File: src/rtl/demux_pipeline.sv
// Pipelined 1-to-N demultiplexer. The select is decoded MSB-first over LATENCY register levels.
// Build option: define DEMUX_PIPELINE_DROP_COUNT_EN to add a saturating drop_count port.
module demux_pipeline #(
   parameter int WIDTH        = 1,
   parameter int OUTPUT_COUNT = 2,
   parameter int LATENCY      = 1,
   localparam int SEL_W       = (OUTPUT_COUNT > 1) ? $clog2(OUTPUT_COUNT) : 1,
   localparam int SEL_CHUNK   = ((SEL_W + LATENCY - 1) / LATENCY > 1) ?
                                (SEL_W + LATENCY - 1) / LATENCY : 1
) (
   input  logic                          clk,
   input  logic                          rst,
   input  logic                          in_valid,
   input  logic [SEL_W-1:0]              sel,
   input  logic [WIDTH-1:0]              in,
   output logic [WIDTH*OUTPUT_COUNT-1:0] out,
   output logic [OUTPUT_COUNT-1:0]       out_valid
`ifdef DEMUX_PIPELINE_DROP_COUNT_EN
   ,
   output logic [15:0]                   drop_count
`endif
);

   localparam logic [SEL_W-1:0] LAST = SEL_W'(OUTPUT_COUNT - 1);

   // Feed k is the input seen by level k: feed 0 is the port, feed k>0 is level k-1.
   logic             f_v    [LATENCY];
   logic [SEL_W-1:0] f_sel  [LATENCY];
   logic [WIDTH-1:0] f_data [LATENCY];
`ifdef DEMUX_PIPELINE_DROP_COUNT_EN
   logic             f_d    [LATENCY];
   assign f_d[0] = 1'b0;
`endif

   assign f_v[0]    = in_valid;
   assign f_sel[0]  = sel;
   assign f_data[0] = in;

   for (genvar s = 0; s < LATENCY - 1; s++) begin : g_lvl
      localparam int CONS  = ((s + 1) * SEL_CHUNK < SEL_W) ? (s + 1) * SEL_CHUNK : SEL_W;
      localparam int SHIFT = SEL_W - CONS;

      logic             in_rng;
      logic             v_q;
      logic [SEL_W-1:0] sel_q;
      logic [WIDTH-1:0] data_q;

      // A beat whose group prefix is past the last built group dies here.
      assign in_rng = (f_sel[s] >> SHIFT) <= (LAST >> SHIFT);

      always_ff @(posedge clk) begin
         if (rst) begin
            v_q <= 1'b0;
         end else begin
            v_q <= f_v[s] & in_rng;
         end
         sel_q  <= f_sel[s];
         data_q <= f_data[s];
      end

`ifdef DEMUX_PIPELINE_DROP_COUNT_EN
      logic d_q;
      always_ff @(posedge clk) begin
         if (rst) begin
            d_q <= 1'b0;
         end else begin
            d_q <= f_d[s] | (f_v[s] & ~in_rng);
         end
      end
      assign f_d[s+1] = d_q;
`endif

      assign f_v[s+1]    = v_q;
      assign f_sel[s+1]  = sel_q;
      assign f_data[s+1] = data_q;
   end

   logic [OUTPUT_COUNT-1:0]       out_valid_d;
   logic [OUTPUT_COUNT-1:0]       out_valid_q;
   logic [WIDTH*OUTPUT_COUNT-1:0] out_q;

   always_comb begin
      out_valid_d = '0;
      for (int i = 0; i < OUTPUT_COUNT; i++) begin
         if (f_v[LATENCY-1] && (f_sel[LATENCY-1] == SEL_W'(i))) begin
            out_valid_d[i] = 1'b1;
         end
      end
   end

   always_ff @(posedge clk) begin
      if (rst) begin
         out_valid_q <= '0;
         out_q       <= '0;
      end else begin
         out_valid_q <= out_valid_d;
         for (int i = 0; i < OUTPUT_COUNT; i++) begin
            if (out_valid_d[i]) begin
               out_q[i*WIDTH +: WIDTH] <= f_data[LATENCY-1];
            end
         end
      end
   end

   assign out       = out_q;
   assign out_valid = out_valid_q;

`ifdef DEMUX_PIPELINE_DROP_COUNT_EN
   logic        drop_at_out;
   logic [15:0] drop_cnt_q;

   // Counted at the edge where the beat would have reached its lane.
   assign drop_at_out = f_d[LATENCY-1] | (f_v[LATENCY-1] & (f_sel[LATENCY-1] > LAST));

   always_ff @(posedge clk) begin
      if (rst) begin
         drop_cnt_q <= 16'd0;
      end else if (drop_at_out && (drop_cnt_q != 16'hFFFF)) begin
         drop_cnt_q <= drop_cnt_q + 16'd1;
      end
   end

   assign drop_count = drop_cnt_q;
`endif

endmodule

File: config.mk
export PLATFORM = sky130hd
export DESIGN_NAME = demux_pipeline
export DESIGN_NICKNAME = d
export VERILOG_FILES = /design/src/rtl/demux_pipeline.sv
export SDC_FILE = /design/constraint.sdc
export NUM_CORES = 1
export LEC_CHECK = 0
export CAP_MARGIN = 20
export CORE_AREA = 3 3 40 42
export CTS_CLUSTER_DIAMETER = 200
export DETAILED_ROUTE_END_ITERATION = 7
export DIE_AREA = 0 0 43 45
export PLACE_DENSITY = 0.42
export SYNTH_ARGS = -nofsm -noshare
export SYNTH_HDL_FRONTEND = slang
export SYNTH_SLANG_ARGS = --single-unit
File: constraint.sdc
create_clock -name clk -period 1.05 [get_ports clk]
set_input_delay 0.2625 -clock clk [delete_from_list [all_inputs] [get_ports clk]]
set_output_delay 0.2625 -clock clk [all_outputs]
set_load 0.01 [all_outputs]
== Yosys cells after proc, flatten, opt, wreduce, memory -nomap -nowiden ==
Cells that the tools add are included.

* Bits of input ports: 5
* Output and inout port bits: 4
* Register bits after elaboration: 4
* RAM bits: 0
* Latch bits: 0
* Memory bits (read-only): 0
* Memories: 0

* Add/subtract/negate cells: 0
* $lt $le $gt $ge: 0
* Mux-type cells: 2
* Equal/unequal tests: 0
* Multipliers: 0
* Bitwise gates (word level): 1
* Reduce and logical (&&, ||, !) cells: 2
* Divide/modulo/power cells: 0
* Shift-type cells: 0

{| class="wikitable"
|+ Operators with widths
! cell !! number
|-
| 1-bit logical AND || 2
|-
| 1-bit two-way mux || 2
|-
| 1-bit inverter || 1
|}

== Longest topological paths before layout ==
* Depth in word-level cells: 3
* Mapped depth: 2

== Least setup slack after synthesis ==
Ideal clock, no wire load.

* Path type: register to register
* Start: register out[1] (netlist name)
* End: register out_q[1], in the netlist out[1]
* Path buffers: 0
* Period minus slack after synthesis: 0.742 ns
* Data required time: 0.984 ns
* Arrival time: 0.676 ns
* Cell stages (with the launch flop): 3
* Path slack: 0.308 ns
* Setup time: 0.066 ns
* Cell sequence: dfxtp_1 -> a21bo_1 -> a21oi_2

{| class="wikitable"
|+ RTL lines
! what !! line !! RTL
|-
| end signal, assigned by index || 99 || <nowiki>out_q[i*WIDTH +: WIDTH] <= f_data[LATENCY-1];</nowiki>
|-
| end, declared || 80 || <nowiki>logic [WIDTH*OUTPUT_COUNT-1:0] out_q;</nowiki>
|}

== Worst setup path after layout ==
* Start: register out_q[0], in the netlist out[0]
* End: output port out[0]

{| class="wikitable"
|+ RTL lines
! what !! line !! RTL
|-
| end, declared || 16 || <nowiki>output logic [WIDTH*OUTPUT_COUNT-1:0] out,</nowiki>
|}

No word-level cell between the ends.

==> impl_metrics.toml <==
[setup_path]
timing.critical_path.depth = 1
timing.rr.start = "out[1]$_SDFFE_PP0P_"
timing.rr.end = "out[1]$_SDFFE_PP0P_"
critical_path.startpoint_type = "flop"
worst-path-buf-inv = 1
cpPeakStageDelay_ps = 320
ff2ff_path_depth = 2
end_kind = "primary output"
crit_arrival_ps = 700
crit_path_top_delay_cell = "dfxtp_1"
reg2reg_slack_ps = 350
path_cells = "buf_2"
crit_family = "flip-flops"
criticalPathCategory = "reg -> out"
critPathLaunch = "out[0]$_SDFFE_PP0P_"
critPathRequiredTime_ps = 790
cp-endpoint = "out[0]"
crit_path_max_fanout = 2

[route]
postRouteAntennaNets = 0
dr.pass1.iters = 2
vias = 146
drtIter0Drc = 1
drc = 0
avgRoutedWirePerCell_um = 9.58
viasPerCell = 3.65
wl_um = 383

[grt]
met2_usage_pct = 5.39
met1_usage_pct = 6.52
grt_busiest_layer = "met4"
grt_usage_pct = 6.08
use_met3_pct = 6.37
grt_max_degree = 7
grt_pass1_vias = 146
overflow = 0
antenna_found_initial = 0
grt_pass1_wl_um = 710

[die]
dieArea_mm2 = 0.00194
initial_core_util_pct = 11.7
row_count = 13
die_h_um = 45
ios = 9
fp.dieW_um = 43
coreArea_mm2 = 0.00128

[synth]
synth_cell_types = 10
ys_ff_latch = 4
seq_area_frac_synth_pct = 53.3
ys_top_cells_by_area = "dfxtp_1 53%, nand4bb_1 7.5%, a21bo_1 6.7%"
syn_area_um2 = 150
synth_nets = 18
synth_top_cell_area_share_pct = 53.3
synth_top_area_cell = "dfxtp_1"
synth_area_per_cell_um2 = 11.5
ys_warn_count = 0
synth_cells = 13

[place]
gp_congestion = 0.633
hpwl_um = 289
portBuffers = 8
place_ws_ps = -128
dp_cells = 37
place_area_um2 = 256

[power_and_ir_drop]
power_density_mw_per_mm2 = 1550
netSwitchingPower_uw = 85.3
p_int_uw = 316
p_leak_uw = 0.000108
netSwitchingFraction_pct = 21.3
seqPwrFrac_pct = 40.3
ir_drop_v = 0.000377
combPwrFrac_pct = 11.7
clockPowerShare_pct = 48.0

[clock_tree]
cts_buffers = 3
root_buffer = "clkbuf_4"
ctsLongestPathBuffers = 2
cts_tree = "built"
ctsHoldBuffers = 0
clkTransAtPathRegs_ps = 40
clock_sinks = 4
cts-htree-levels = 1
worstSkewPairLatency_ps = 240

[cells_and_area]
stdcell_area_um2 = 259
utilization_pct = 20.2
final_layout_size_suffix_gt1_share_pct = 40.0
area_growth_pct = 72.5
diodes = 0
nets = 32
fin_cells = 40

[outcome]
status = "complete, no violations"

[timing]
finalCriticalPeriod_ps = 959
timing.hold.ws_ps = 468
finalCritPeriodShare_pct = 91.3
setup_viol = 0
grt_setup_unrepaired = "no"
finalWorstSetupSlack_ps = 91.5
slew_headroom_pct = 87.9
finClkSkew_ps = 0
hold_violations = 0
fmax_mhz = 1040
worst_pin_slew_ps = 182
final_max_slew_viol_count = 0

[job]
cap_violations = 0

[min_path]
hold_depth = 2
hold_class = "reg -> reg"
worst min-delay path by stage:
stage / end / slack, ps / from
floorplan: out[1]$_SDFFE_PP0P_ / 320 / rst
global placement: out[0]$_SDFFE_PP0P_ / 460 / out[0]$_SDFFE_PP0P_
detailed placement: out[0]$_SDFFE_PP0P_ / 470 / out[0]$_SDFFE_PP0P_
CTS: out[0]$_SDFFE_PP0P_ / 470 / out[0]$_SDFFE_PP0P_
global route: out[0]$_SDFFE_PP0P_ / 510 / out[0]$_SDFFE_PP0P_
finish: out[0]$_SDFFE_PP0P_ / 470 / out[0]$_SDFFE_PP0P_
cell type report:
cell class / instances / area, um^2
multi-input cells: 9 / 70.1
well taps: 15 / 18.8
repair buffers: 9 / 67.6
clock buffers: 3 / 22.5
fillers: 146 / 1030
flip-flops and latches: 4 / 80.1
sequential cells by signal (all words and copies together) (netlist names):
name	flops
out	2
out_valid	2
timing repair:
item                                    CTS  global route
endpoints found under the setup margin    4             2
gates resized for setup                  12             2
endpoints found under the hold margin     0             0
buffers inserted                          0             0
metal layers:
| layer | up-vias | share of wire (%) |
|---|---|---|
| met5 | - | 0 |
| met4 | 0 | 2.9 |
| met3 | 2 | 11 |
| met2 | 9 | 37 |
| met1 | 63 | 49 |
| li1 | 72 | - |
metrics by stage:
| stage | total power (uW) | TNS (ps) |
|---|---|---|
| global route | 437 | 0 |
| global placement | 218 | -525 |
| floorplan | 180 | 0 |
| detailed placement | 218 | -554 |
| finish | 401 | 0 |
| CTS | 418 | 0 |
power by group through the flow:
| stage | sequential, uW | combinational, uW | clock (uW) |
|---|---|---|---|
| floorplan | 168 | 11.9 | 0 |
| finish | 162 | 46.9 | 192 |
| global placement | 164 | 54.1 | 0 |
| global route | 163 | 51.3 | 223 |
| CTS | 162 | 49.1 | 207 |
| detailed placement | 165 | 53.5 | 0 |
cells in the mapped netlist (all sizes together):
| master | instances |
|---|---|
| dfxtp | 4 |
| and3b | 1 |
| nand3 | 1 |
| nand2b | 1 |
| nand4bb | 1 |
| nor3b | 1 |
| a21bo | 1 |
| o21ai | 1 |
| nor2b | 1 |
| a21oi | 1 |
logic make-up after synthesis:
family | Yosys count | share of synthesized area [%]
DFF | 4 | 53.3
AOI/OAI and AO/OA | 3 | 15.8
and+or+nand+nor | 6 | 30.8
cell usage in the layout, fill, tap and decap left out:
| master | count |
|---|---|
| clkdlybuf4s50_1 | 4 |
| dfxtp_1 | 4 |
| clkbuf_4 | 3 |
| buf_2 | 2 |
| clkbuf_2 | 2 |
| nor2b_1 | 1 |
| nand2b_1 | 1 |
| nand4bb_1 | 1 |
| o21ai_1 | 1 |
| nand3_1 | 1 |
| a21bo_1 | 1 |
| a21oi_2 | 1 |
| nor3b_1 | 1 |
| and3b_2 | 1 |
| buf_4 | 1 |
No activity file was read; power rests on OpenSTA's default activity.
